## config.mk

```make
export PLATFORM = sky130hd
export DESIGN_NAME = mac_frame_unpacker
export DESIGN_NICKNAME = d
export VERILOG_FILES = /design/src/rtl/mac_frame_unpacker.sv
export SDC_FILE = /design/constraint.sdc
export NUM_CORES = 1
export LEC_CHECK = 0
export ABC_AREA = 1
export CAP_MARGIN = 15
export CORE_ASPECT_RATIO = 0.9
export CORE_MARGIN = 2
export CORE_UTILIZATION = 46
export DETAILED_ROUTE_END_ITERATION = 8
export PLACE_DENSITY = 0.76
export SETUP_SLACK_MARGIN = 0.3
export SYNTH_ARGS = -nofsm -noshare
export SYNTH_HDL_FRONTEND = slang
export SYNTH_SLANG_ARGS = --single-unit
```

## constraint.sdc

```tcl
create_clock -name clk_i -period 1.8 [get_ports clk_i]
set_input_delay 0.36 -clock clk_i [delete_from_list [all_inputs] [get_ports clk_i]]
set_output_delay 0.36 -clock clk_i [all_outputs]
set_load 0.05 [all_outputs]
```

## src/rtl/mac_frame_unpacker.sv

```systemverilog
// Word-to-byte unpacker: holds one Data Link Layer word and streams its bytes
// LSB-first, with single-cycle latency and bubble-free back-to-back words.
module mac_frame_unpacker #(
   parameter  int MAC_FRAME_WIDTH = 32,
   localparam int NB              = MAC_FRAME_WIDTH / 8,
   localparam int BW              = $clog2(NB) + 1
) (
   input  logic                       clk_i,
   input  logic                       rst_i,
   input  logic [MAC_FRAME_WIDTH-1:0] mac_data_frame_i,
   input  logic                       mac_data_frame_valid_i,
   input  logic                       mac_data_frame_last_i,
   input  logic [BW-1:0]              mac_data_frame_bytes_i,
   output logic                       mac_data_frame_ready_o,
   output logic [7:0]                 data_byte_o,
   output logic                       data_byte_valid_o,
   output logic                       data_byte_last_o,
   input  logic                       data_byte_ready_i,
   output logic [15:0]                pkt_count_o,
   output logic                       len_err_o
);

   typedef enum logic {
      EMPTY,
      DRAIN
   } state_t;

   localparam logic [BW-1:0] NB_W = BW'(NB);

   state_t                     state_q;
   logic [MAC_FRAME_WIDTH-1:0] word_q;
   logic [BW-1:0]              idx_q;
   logic [BW-1:0]              lim_q;
   logic                       last_q;

   logic          at_lim;
   logic          byte_hs;
   logic          word_acc;
   logic          bytes_ok;
   logic [BW-1:0] lim_next;

   assign at_lim   = (idx_q == lim_q - BW'(1));
   assign byte_hs  = data_byte_valid_o & data_byte_ready_i;
   assign word_acc = mac_data_frame_valid_i & mac_data_frame_ready_o;
   assign bytes_ok = (mac_data_frame_bytes_i != '0) && (mac_data_frame_bytes_i <= NB_W);

   // Refill is allowed in the very cycle the final byte leaves, so words stream without a gap.
   assign mac_data_frame_ready_o = (state_q == EMPTY) | (byte_hs & at_lim);

   assign data_byte_valid_o = (state_q == DRAIN);
   assign data_byte_last_o  = data_byte_valid_o & last_q & at_lim;
   assign data_byte_o       = word_q[{idx_q, 3'b000} +: 8];

   // NOTE: every variable assigned in always_comb gets a default first, so no latch is inferred.
   always_comb begin
      lim_next = NB_W;
      if (mac_data_frame_last_i && bytes_ok) begin
         lim_next = mac_data_frame_bytes_i;
      end
   end

   // NOTE: sequential state uses non-blocking assignments only; word_q is reset too so the
   // byte output reads zero while reset is held.
   always_ff @(posedge clk_i or posedge rst_i) begin
      if (rst_i) begin
         state_q     <= EMPTY;
         word_q      <= '0;
         idx_q       <= '0;
         lim_q       <= NB_W;
         last_q      <= 1'b0;
         pkt_count_o <= '0;
         len_err_o   <= 1'b0;
      end else begin
         if (word_acc) begin
            state_q <= DRAIN;
            word_q  <= mac_data_frame_i;
            idx_q   <= '0;
            lim_q   <= lim_next;
            last_q  <= mac_data_frame_last_i;
            if (mac_data_frame_last_i && !bytes_ok) begin
               len_err_o <= 1'b1;
            end
         end else if (byte_hs) begin
            if (at_lim) begin
               state_q <= EMPTY;
            end else begin
               idx_q <= idx_q + BW'(1);
            end
         end

         if (data_byte_last_o && data_byte_ready_i) begin
            pkt_count_o <= pkt_count_o + 16'd1;
         end
      end
   end

endmodule

```

==> results of run 1 <==
==> per-layer routing <==
| layer | part of all wire (%) | GRT usage, % |
|---|---|---|
| met5 | 0 | 0 |
| met4 | 4.4 | 13.2 |
| met3 | 8.5 | 8.35 |
| met2 | 49 | 49.6 |
| met1 | 38 | 32.0 |
==> kinds of logic (layout without fill, tap and decap cells) <==
family,count (synthesis),after routing,synth area share (%)
adders and majority gates,3,3,1.19
AOI/OAI and AO/OA,34,34,5.51
xor gates and xnor gates,16,16,4.44
DFF,57,57,45.2
buffers and inverters,46,158,8.08
and+or+nand+nor,254,257,35.6
==> worst max-delay path, cell delays in order (launching register included) <==
cell and delay [ns]:
dfrtp_1 0.36, inv_2 0.06, ha_4 0.27, inv_2 0.04
nand2_2 0.06, nand2_2 0.06, nor2_4 0.12, nand2_2 0.09
nor2_4 0.13, buf_12 0.15
==> power breakdown <==
group | switching [uW] | internal (uW) | total [uW]
registers | 556 | 1800 | 2360
clock network | 538 | 850 | 1390
logic | 3920 | 2980 | 6900
==> cell usage after synthesis, drive strengths merged <==
cell       n
a21oi      8
buf       14
clkbuf     5
dfrtp     56
dfstp      1
ha         3
inv       27
nand2    151
nand3     47
nand4      2
nor2      54
o2111ai    1
o21ai     25
xnor2      3
xor2      13
==> state kept, by name, indices dropped and copies added, names as in the netlist <==
| name | flops |
|---|---|
| idx_q | 3 |
| lim_q | 3 |
| word_q | 32 |
| len_err_o | 1 |
| data_byte_valid_o | 1 |
| last_q | 1 |
| pkt_count_o | 16 |
==> final timing paths <==
| kind | startpoint | slack [ns] | endpoint | cells past startpoint |
|---|---|---|---|---|
| worst max-delay path | lim_q[0] | -0.26 | data_byte_last_o | 9 |
| max in group asynchronous | rst_i | 1.04 | lim_q[2] | 3 |
| worst min-delay path | rst_i | 0.45 | pkt_count_o[2] | 3 |
| worst max register to register | lim_q[0] | -0.20 | word_q[28] | 15 |
| min in group clk_i | len_err_o | 0.48 | len_err_o | 2 |
| worst min register to register | len_err_o | 0.48 | len_err_o | 2 |
==> layout make-up <==
cell class                 count  area [um^2]  share of cell area (%)
multi-input combinational    310         2190                    39.9
tap                           90          113                    2.05
clock buffer                  11          151                    2.76
sequential                    57         1430                    26.1
timing repair buffer         115         1420                    25.8
clock inverter                 5         77.6                    1.41
inverter                      27          110                    2.01
==> repair_timing <==
action                                  in CTS  in global routing
pin swaps                                   35                 44
gates resized for setup                    111                 89
buffers inserted                            22                  4
gates cloned                                12                  1
endpoints found under the setup margin      67                 67
hold endpoints to repair                     0                  0
==> through the flow <==
step / hold WS, ns / setup TNS (ns) / total power (uW) / setup WS (ns) / instances
3_3_place_gp: 0.446 / 0 / 6230 / 0.0444 / 560
3_5_place_dp: 0.450 / -0.0478 / 6350 / -0.0187 / 560
4_1_cts: 0.468 / -3.09 / 9520 / -0.214 / 610
5_1_grt: 0.495 / -13.77 / 11000 / -0.328 / 615
2_1_floorplan: 0.437 / 0 / 5360 / 0.0325 / 410
6_report: 0.450 / -8.72 / 10600 / -0.258 / 615
==> impl_metrics.csv, run 1 <==
group,metric,value,unit
sta,slew_violations,0,
sta,rsz0062_at_grt,"true",
synth,yosys.area.top_type,"dfrtp_1",
sta,clock-skew-final,0.0112,ns
floorplan,die_x,91.4,um
route,num_vias,3443,
sta,fin_crit,2.06,ns
worst_setup_path,worstSetupPathType,"reg -> out",
sta,final.period_utilization,114,%
route,drt-pass1-iter-count,5,
grt,grt_start_max_net_pins,58,
sta,slew_headroom,28.9,%
cts,ctsLongestPathBuffers,2,
cts,cts_tree,"built",
grt,antenna_found_initial,0,
worst_setup_path,critPathLaunchType,"flop",
synth,synth-seq-area-share,45.2,%
synth,yosysTopAreaCellShare,44.4,%
flow_run,cap_viol_max_count,0,
route,drc_errors,0,
worst_setup_path,crit_path_max_fanout,2,
layout,areaGrowthSynthToFinish,73.8,%
cts,h-tree-depth,3,
layout,diodes,0,
layout,fin_util,82.9,%
grt,grt.overflow.total,0,
floorplan,die_h,82.6,um
sta,hold_viol_final,0,
run_status,status,"complete, but fails checks",
grt,grt_usage,28.1,%
cts,cts_sinks,57,
placed_design,gp_congestion,0.937,
sta,fin_ws,-0.258,ns
cts,clk_pin_slew,0.07,ns
floorplan,core_area,6620,um^2
synth,synth_seq_cells,57,
route,first_iter_violations,303,
synth,netlist_instances,410,
floorplan,rows,28,
worst_setup_path,end_kind,"output pin",
placed_design,place_area,4030,um^2
layout,fin_nets,563,
sta,tightest_slew,1.07,ns
route,vias_per_cell,5.60,
cts,numCtsBuffers,9,
layout,mostFrequentLayoutCells,"92 x nand2_1, 53 x dfrtp_1, 43 x nand2_2",
synth,ys_warn_count,0,
run_status,violations,"negative setup slack",
cts,clock_latency,0.34,ns
floorplan,start_util,47.7,%
power_and_ir_drop,power_density,1940,nW/um^2
synth,synth_area_leaders,"dfrtp_1 44%, nand2_1 17%, nor2_1 6.1%",
placed_design,io_buffers,67,
layout,stdcell_area,5490,um^2
worst_setup_path,cp.arrival,1.70,ns
layout,fillCellCount,335,
route,wl,11800,um
synth,syn_avg_cell_area,7.71,um^2
layout,drive_gt1_share,47.2,%
synth,synth_cell_types,28,
synth,synth.net_count,453,
route,postRouteAntennaNets,0,
cts,cts_hold_buf,0,
grt,grt_pass1_vias,3284,
min_path,min_path_type,"in -> async",
layout,layout_commonest_cell,"nand2_1",
placed_design,dp_hpwl,5250,um
grt,grt_pass1_wl,16200,um
floorplan,ios,68,
route,routedWlPerCell,19.2,um
cts,cts-root-buf,"clkbuf_8",
floorplan,die-area,7550,um^2
sta,finalSetupViolCount,66,
sta,clock.fmax,486,MHz
synth,synth_area,3160,um^2
power_and_ir_drop,leakage,0.00249,uW
power_and_ir_drop,irDropWorstVdd,0.00112,V
worst_setup_path,crit_required,1.44,ns
No activity file was read; power rests on OpenSTA's default activity.
==> run 2: changes to the inputs <==
--- a/config.mk
+++ b/config.mk
@@ -10,9 +10,11 @@
 export CORE_ASPECT_RATIO = 0.9
 export CORE_MARGIN = 2
 export CORE_UTILIZATION = 46
+export CTS_CLUSTER_SIZE = 24
 export DETAILED_ROUTE_END_ITERATION = 8
 export PLACE_DENSITY = 0.76
 export SETUP_SLACK_MARGIN = 0.3
+export SKIP_LAST_GASP = 1
 export SYNTH_ARGS = -nofsm -noshare
 export SYNTH_HDL_FRONTEND = slang
 export SYNTH_SLANG_ARGS = --single-unit
==> impl_metrics.csv, run 2 (synthesis results as in run 1) <==
group,metric,value,unit
route,num_vias,3489,
layout,drive_gt1_share,44.7,%
floorplan,ios,68,
power_and_ir_drop,leakage,0.00253,uW
floorplan,die-area,7550,um^2
sta,tightest_slew,1.20,ns
route,wl,12300,um
cts,ctsLongestPathBuffers,2,
placed_design,dp_hpwl,5250,um
layout,fin_nets,566,
route,route.met2.wl,6190,um
worst_setup_path,path_cells,"inv_2, ha_4, inv_2, nand2_2, nand2_2, nor2_4, nand3_4, nand2_4, buf_12",
cts,h-tree-depth,3,
route,top_layer,"met4",
cts,cts-root-buf,"clkbuf_8",
floorplan,die_x,91.4,um
worst_setup_path,critPathLaunchType,"flop",
flow_run,cap_viol_max_count,0,
layout,fillCellCount,349,
placed_design,gp_congestion,0.937,
layout,mostFrequentLayoutCells,"100 x nand2_1, 53 x dfrtp_1, 41 x nor2_1",
run_status,status,"complete, but fails checks",
grt,antenna_found_initial,0,
worst_setup_path,crit_required,1.44,ns
layout,areaGrowthSynthToFinish,72.6,%
min_path,min_path_type,"in -> async",
layout,diodes,0,
power_and_ir_drop,irDropWorstVdd,0.00112,V
worst_setup_path,cp.arrival,1.74,ns
power_and_ir_drop,power_density,1960,nW/um^2
route,vias_per_cell,5.65,
route,dr_wl_met3,961,um
sta,fin_ws,-0.303,ns
sta,clock.fmax,476,MHz
cts,cts_hold_buf,0,
layout,layout_commonest_cell,"nand2_1",
cts,cts_tree,"built",
floorplan,core_area,6620,um^2
route,postRouteAntennaNets,0,
grt,grt.overflow.total,0,
placed_design,pre_cts_ws,-0.0187,ns
sta,hold_ws,0.445,ns
cts,numCtsBuffers,9,
floorplan,start_util,47.7,%
worst_setup_path,end_kind,"output pin",
sta,final.period_utilization,117,%
grt,grt_usage,28.0,%
placed_design,io_buffers,67,
power_and_ir_drop,p_switching,5030,uW
sta,hold_viol_final,0,
layout,stdcell_area,5450,um^2
power_and_ir_drop,pwr-share-seq,22.0,%
layout,largest_reg_flops,32,
cts,clk_pin_slew,0.08,ns
power_and_ir_drop,switching_share,47.0,%
route,wl_met1,4580,um
layout,top_register,"word_q",
power_and_ir_drop,intPower,5660,uW
sta,rsz0062_at_grt,"true",
sta,finalSetupViolCount,63,
sta,fin_crit,2.10,ns
sta,slew_violations,0,
power_and_ir_drop,power.total,10700,uW
floorplan,rows,28,
route,drc_errors,0,
layout,biggestRegsByFlops,"word_q x32, pkt_count_o x16",
cts,cts_sinks,57,
cts,clock_latency,0.35,ns
route,first_iter_violations,394,
grt,grt_pass1_vias,3252,
power_and_ir_drop,comb_power_share,64.8,%
sta,clock-skew-final,0.0118,ns
grt,grt_pass1_wl,16100,um
worst_setup_path,worstSetupPathType,"reg -> out",
power_and_ir_drop,p_clk_share,13.2,%
run_status,violations,"negative setup slack",
worst_setup_path,r2r_cells,15,
worst_setup_path,slowest_stage,"dfrtp_1",
route,routedWlPerCell,19.8,um
grt,grt_start_max_net_pins,58,
worst_setup_path,cp_slowest_stage_delay,0.38,ns
sta,slew_headroom,19.9,%
route,drt-pass1-iter-count,5,
placed_design,place_area,4030,um^2
floorplan,die_h,82.6,um
worst_setup_path,crit_path_max_fanout,2,
[run 2: layout make-up]
cell class                      count  area, um^2  share of cell area [%]
Clock buffer                       11         151                    2.78
Clock inverter                      5        77.6                    1.42
Inverter                           27         110                    2.02
Multi-Input combinational cell    311        2110                    38.7
Sequential cell                    57        1430                    26.3
Tap cell                           90         113                    2.07
Timing Repair Buffer              117        1460                    26.7
[run 2: path summary, 6_finish.rpt]
kind / startpoint / end / slack [ns]
min reg2reg: len_err_o / len_err_o / 0.48
max in group asynchronous: rst_i / lim_q[2] / 1.04
max: lim_q[1] / mac_data_frame_ready_o / -0.30
min in group clk_i: len_err_o / len_err_o / 0.48
max reg2reg: lim_q[1] / word_q[29] / -0.27
min: rst_i / word_q[17] / 0.44
[run 2: stage by stage]
step                util [%]  TNS, ns  std cells
global route            82.3   -16.57        618
finish                  82.3   -12.50        618
global placement        60.8        0        560
floorplan                  -        0        410
CTS                     76.0    -3.27        610
detailed placement      60.8  -0.0478        560
[run 2: power by group through the flow]
stage / clock network, uW / logic, uW / registers [uW]
detailed placement: 0 / 4190 / 2160
floorplan: 0 / 2940 / 2420
global placement: 0 / 4080 / 2160
finish: 1410 / 6920 / 2360
CTS: 1380 / 5860 / 2200
global route: 1470 / 7220 / 2380
[run 2: metal layers]
layer / vias to the layer above / GRT usage [%]
met5: - / 0
met4: 0 / 12.0
met3: 45 / 8.26
met2: 230 / 49.3
met1: 1680 / 32.4
li1: 1534 / -
[run 2: repair_timing]
item / in CTS / in global routing
pin swaps: 33 / 43
setup buffers: 22 / 6
resized for setup: 91 / 89
endpoints found under the setup margin: 67 / 67
cloned: 12 / 2
endpoints found under the hold margin: 0 / 0
[run 2: critical path: cells and delay by family (launching register included)]
kind	cells	cell delay, ns
adders and majority gates	1	0.26
buffers and inverters	3	0.23
DFF	1	0.38
and+or+nand+nor	5	0.52
==> run 3: changes to the inputs <==
--- a/config.mk
+++ b/config.mk
@@ -7,7 +7,7 @@
 export LEC_CHECK = 0
 export ABC_AREA = 1
 export CAP_MARGIN = 15
-export CORE_ASPECT_RATIO = 0.9
+export CORE_ASPECT_RATIO = 0.75
 export CORE_MARGIN = 2
 export CORE_UTILIZATION = 46
 export CTS_CLUSTER_SIZE = 24
==> impl_metrics.csv, run 3 (synthesis results as in run 1) <==
group,metric,value,unit
route,routedWlPerCell,22.2,um
floorplan,rows,26,
placed_design,io_buffers,67,
cts,ctsLongestPathBuffers,2,
power_and_ir_drop,irDropWorstVdd,0.000922,V
placed_design,placed_cells,559,
route,drt-pass1-iter-count,5,
layout,fillCellCount,343,
cts,cts_sinks,57,
power_and_ir_drop,power_density,2010,nW/um^2
floorplan,ios,68,
worst_setup_path,cp_slowest_stage_delay,0.58,ns
grt,grt_usage,32.9,%
layout,mostFrequentLayoutCells,"79 x nand2_1, 52 x dfrtp_1, 50 x nand2_2",
sta,fin_ws,-0.384,ns
layout,top_register,"word_q",
power_and_ir_drop,leakage,0.00252,uW
sta,fin_crit,2.18,ns
route,drc_errors,0,
layout,fin_nets,567,
route,first_iter_violations,435,
sta,clock.fmax,458,MHz
cts,cts_hold_buf,0,
sta,final.period_utilization,121,%
cts,clock_latency,0.35,ns
floorplan,core_area,6730,um^2
layout,biggestRegsByFlops,"word_q x32, pkt_count_o x16",
worst_setup_path,crit_top_cell,"nand2_2",
grt,antenna_found_initial,0,
worst_setup_path,crit_required,1.44,ns
sta,hold_viol_final,0,
layout,layout_commonest_cell,"nand2_1",
placed_design,dp_hpwl,5710,um
sta,tns,-11.40,ns
cts,clk_pin_slew,0.07,ns
sta,rsz0062_at_grt,"true",
cts,cts-root-buf,"clkbuf_8",
worst_setup_path,end_kind,"output pin",
layout,fin_util,81.1,%
cts,numCtsBuffers,9,
grt,grt_pass1_vias,3434,
run_status,violations,"negative setup slack",
run_status,status,"complete, but fails checks",
floorplan,start_util,46.9,%
worst_setup_path,crit_path_max_fanout,4,
worst_setup_path,reg2reg_to,"word_q[6]",
layout,final_cells,613,
worst_setup_path,worstSetupPathType,"reg -> out",
worst_setup_path,path_cells,"inv_1, nand2_1, nand3_2, nand2_2, nand2_2, nor2_4, buf_12",
floorplan,die_h,75.8,um
sta,slew_violations,0,
placed_design,gp_congestion,0.899,
route,num_vias,3740,
route,vias_per_cell,6.10,
layout,seq_area,1430,um^2
worst_setup_path,r2r-start,"lim_q[2]",
sta,clock-skew-final,0.0122,ns
layout,diodes,0,
worst_setup_path,slowest_stage,"dfstp_2",
worst_setup_path,r2r_cells,12,
flow_run,cap_viol_max_count,0,
layout,areaGrowthSynthToFinish,72.9,%
floorplan,die-area,7550,um^2
grt,grt_start_max_net_pins,21,
layout,multi_input_comb_area,2170,um^2
layout,largest_reg_flops,32,
route,postRouteAntennaNets,0,
worst_setup_path,cp.arrival,1.82,ns
power_and_ir_drop,power.total,11000,uW
floorplan,die_x,99.7,um
layout,drive_gt1_share,47.1,%
sta,hold_ws,0.306,ns
grt,grt_pass1_wl,18300,um
worst_setup_path,reg2reg_slack,-0.30,ns
grt,grt.overflow.total,0,
sta,slew_headroom,36.1,%
sta,tightest_slew,0.958,ns
cts,cts_tree,"built",
sta,finalSetupViolCount,67,
route,wl,13600,um
cts,h-tree-depth,3,
min_path,min_path_type,"in -> async",
worst_setup_path,critPathLaunchType,"flop",
==> run 3: changes by cell type in the layout (fill, tap and decap cells not counted), sizes merged <==
cell           before  now
buf                78   76
bufinv              2    4
clkdlybuf4s15       0    1
clkinv              2    1
clkinvlp            2    1
dlymetal6s2s        1    0
nand2             155  158
==> run 3: power breakdown <==
part | internal (uW) | switching [uW] | total (uW)
Combinational | 2870 | 3970 | 6840
Sequential | 1800 | 663 | 2460
Clock | 1130 | 564 | 1700
==> run 3: area by class of cell <==
class	count	area share, %
repair buffers	115	25.0
multi-input cells	314	39.8
inverters	27	2.02
well taps	84	1.92
clock inverters	5	2.29
flip-flops and latches	57	26.2
clock buffers	11	2.77
==> run 3: worst max path at each step <==
stage / start / slack [ns] / end / depth (start not counted)
floorplan: lim_q[0] / 0.03 / pkt_count_o[2] / 11
global placement: lim_q[1] / 0.05 / data_byte_last_o / 9
global route: lim_q[2] / -0.43 / data_byte_last_o / 7
finish: lim_q[2] / -0.38 / data_byte_last_o / 7
CTS: lim_q[1] / -0.21 / data_byte_last_o / 9
detailed placement: lim_q[1] / -0.003 / word_q[31] / 11
==> run 3: what timing repair did <==
action                                  CTS  global route
pin swaps                                21            37
resized for setup                        90            98
setup buffers                            16             6
cloned                                   16             0
endpoints found under the setup margin   67            67
==> run 3: metrics by stage <==
step | area (um^2) | setup WS [ns]
finish | 5460 | -0.384
global route | 5460 | -0.427
CTS | 5060 | -0.211
detailed placement | 4050 | -0.00265
global placement | 4050 | 0.0503
floorplan | 3330 | 0.0325
==> run 3: layer usage <==
| layer | vias to the layer above | share of wire [%] | global-route usage [%] |
|---|---|---|---|
| li1 | 1542 | - | - |
| met1 | 1721 | 37 | 41.3 |
| met2 | 354 | 44 | 51.3 |
| met3 | 123 | 13 | 10.6 |
| met4 | 0 | 6.8 | 18.3 |
| met5 | - | 0 | 0 |
==> run 3: critical path: cells and delay by family, from the launching register on <==
family        cells  cell delay [ns]
buf+inv           2             0.26
flops             1             0.58
simple gates      5             0.64
==> RTL change: new RTL, settings of run 1 <==
Reset style: synchronous (`rst_i`), changed in one clocked block.
--- a/src/rtl/mac_frame_unpacker.sv
+++ b/src/rtl/mac_frame_unpacker.sv
@@ -61,7 +61,7 @@
 
    // NOTE: sequential state uses non-blocking assignments only; word_q is reset too so the
    // byte output reads zero while reset is held.
-   always_ff @(posedge clk_i or posedge rst_i) begin
+   always_ff @(posedge clk_i) begin
       if (rst_i) begin
          state_q     <= EMPTY;
          word_q      <= '0;
Formal check against the unedited RTL: differs if rst_i is asserted again (counterexample within 4 cycles, from zero or initial values and one cycle with rst_i high); with rst_i held inactive, the same outputs for 10 cycles.
==> RTL change against run 1 <==
The run still ends with setup timing left; routed wire length is 3.2% lower; worst setup slack gained 0.042 ns; maximum frequency rose by 2.1%; sequential cell count unchanged; final area shrank 3.6%; synthesized area decreased by 0.67%; synthesized cell count is 20% higher; via count increased by 10%.
Power is not compared: it rests on default switching activity, and its combinational part moved more than twofold at a synthesized area within 25%.
==> RTL change: results <==
metrics = {
    "global_route": {
        "track_usage": 0.255,
        "grt_max_degree": 39,
        "gr-usage-met1": 0.316,
        "grt_pass1_wl_um": 15100,
    },
    "placed_design": {
        "dp.cells": 640,
        "pre_cts_ws_ns": 0.0366,
        "gp_congestion": 0.879,
    },
    "worst_setup_path": {
        "r2r-end": "word_q[30]",
        "r2r_slack_ns": -0.14,
        "r2r_start": "lim_q[0]",
        "cpLargestDelayFamily": "flip-flops",
        "cp_max_fo": 7,
    },
    "cells_and_area": {
        "buffer_area_frac": 0.272,
        "fin_area_um2": 5290,
        "non_clock_buffer_count": 112,
        "multi_input_area_share": 0.413,
        "sh_seq_area": 0.218,
        "drive_gt1_frac": 0.353,
        "multi_input_gates": 354,
        "fill_cells": 408,
        "num-clock-buffers": 13,
    },
    "drt": {
        "drt_iter0_markers": 370,
        "via_per_inst": 5.54,
        "first_pass_iters": 6,
    },
    "outcome": {
        "outcome": "finished, violations left",
        "failed_checks": "setup timing",
    },
    "sta": {
        "final-setup-viol-count": 47,
        "finalSetupTns_ns": -4.05,
        "fin_hold_ws_ns": 0.466,
        "setup_slack_ns": -0.217,
    },
    "synthesis": {
        "ys_seq_area_frac": 0.364,
        "syn-num-nets": 537,
        "synth_xor_area_frac": 0.0335,
        "yosys-top-cells-area": "dfxtp_1 36%, nand2_1 14%, nor2_1 10%",
        "yosys.area_share.adder": 0.0120,
        "synth-main-ff-cell": "dfxtp_1",
    },
    "min_path": {
        "hp-class": "reg2reg",
    },
}
==> RTL change: cell count changes after synthesis, moves of 3 or more <==
cell,run 1,this run
xor2_1,13,6
a21oi_1,8,58
nand4_1,2,5
xnor2_1,3,6
dfrtp_1,56,0
nand3_1,36,50
nand3_2,10,1
o21ai_0,24,16
dfxtp_1,0,57
clkbuf_1,5,14
nor2_1,51,86
nand2_1,146,115
inv_1,25,52
==> RTL change: worst max path at each step <==
stage | to | slack (ns) | startpoint
2_1_floorplan | data_byte_last_o | 0.11 | lim_q[0]
3_3_place_gp | mac_data_frame_ready_o | 0.09 | lim_q[0]
3_5_place_dp | word_q[1] | 0.04 | lim_q[1]
4_1_cts | mac_data_frame_ready_o | -0.16 | lim_q[0]
5_1_grt | data_byte_o[4] | -0.24 | idx_q[0]
6_report | data_byte_o[4] | -0.22 | idx_q[0]
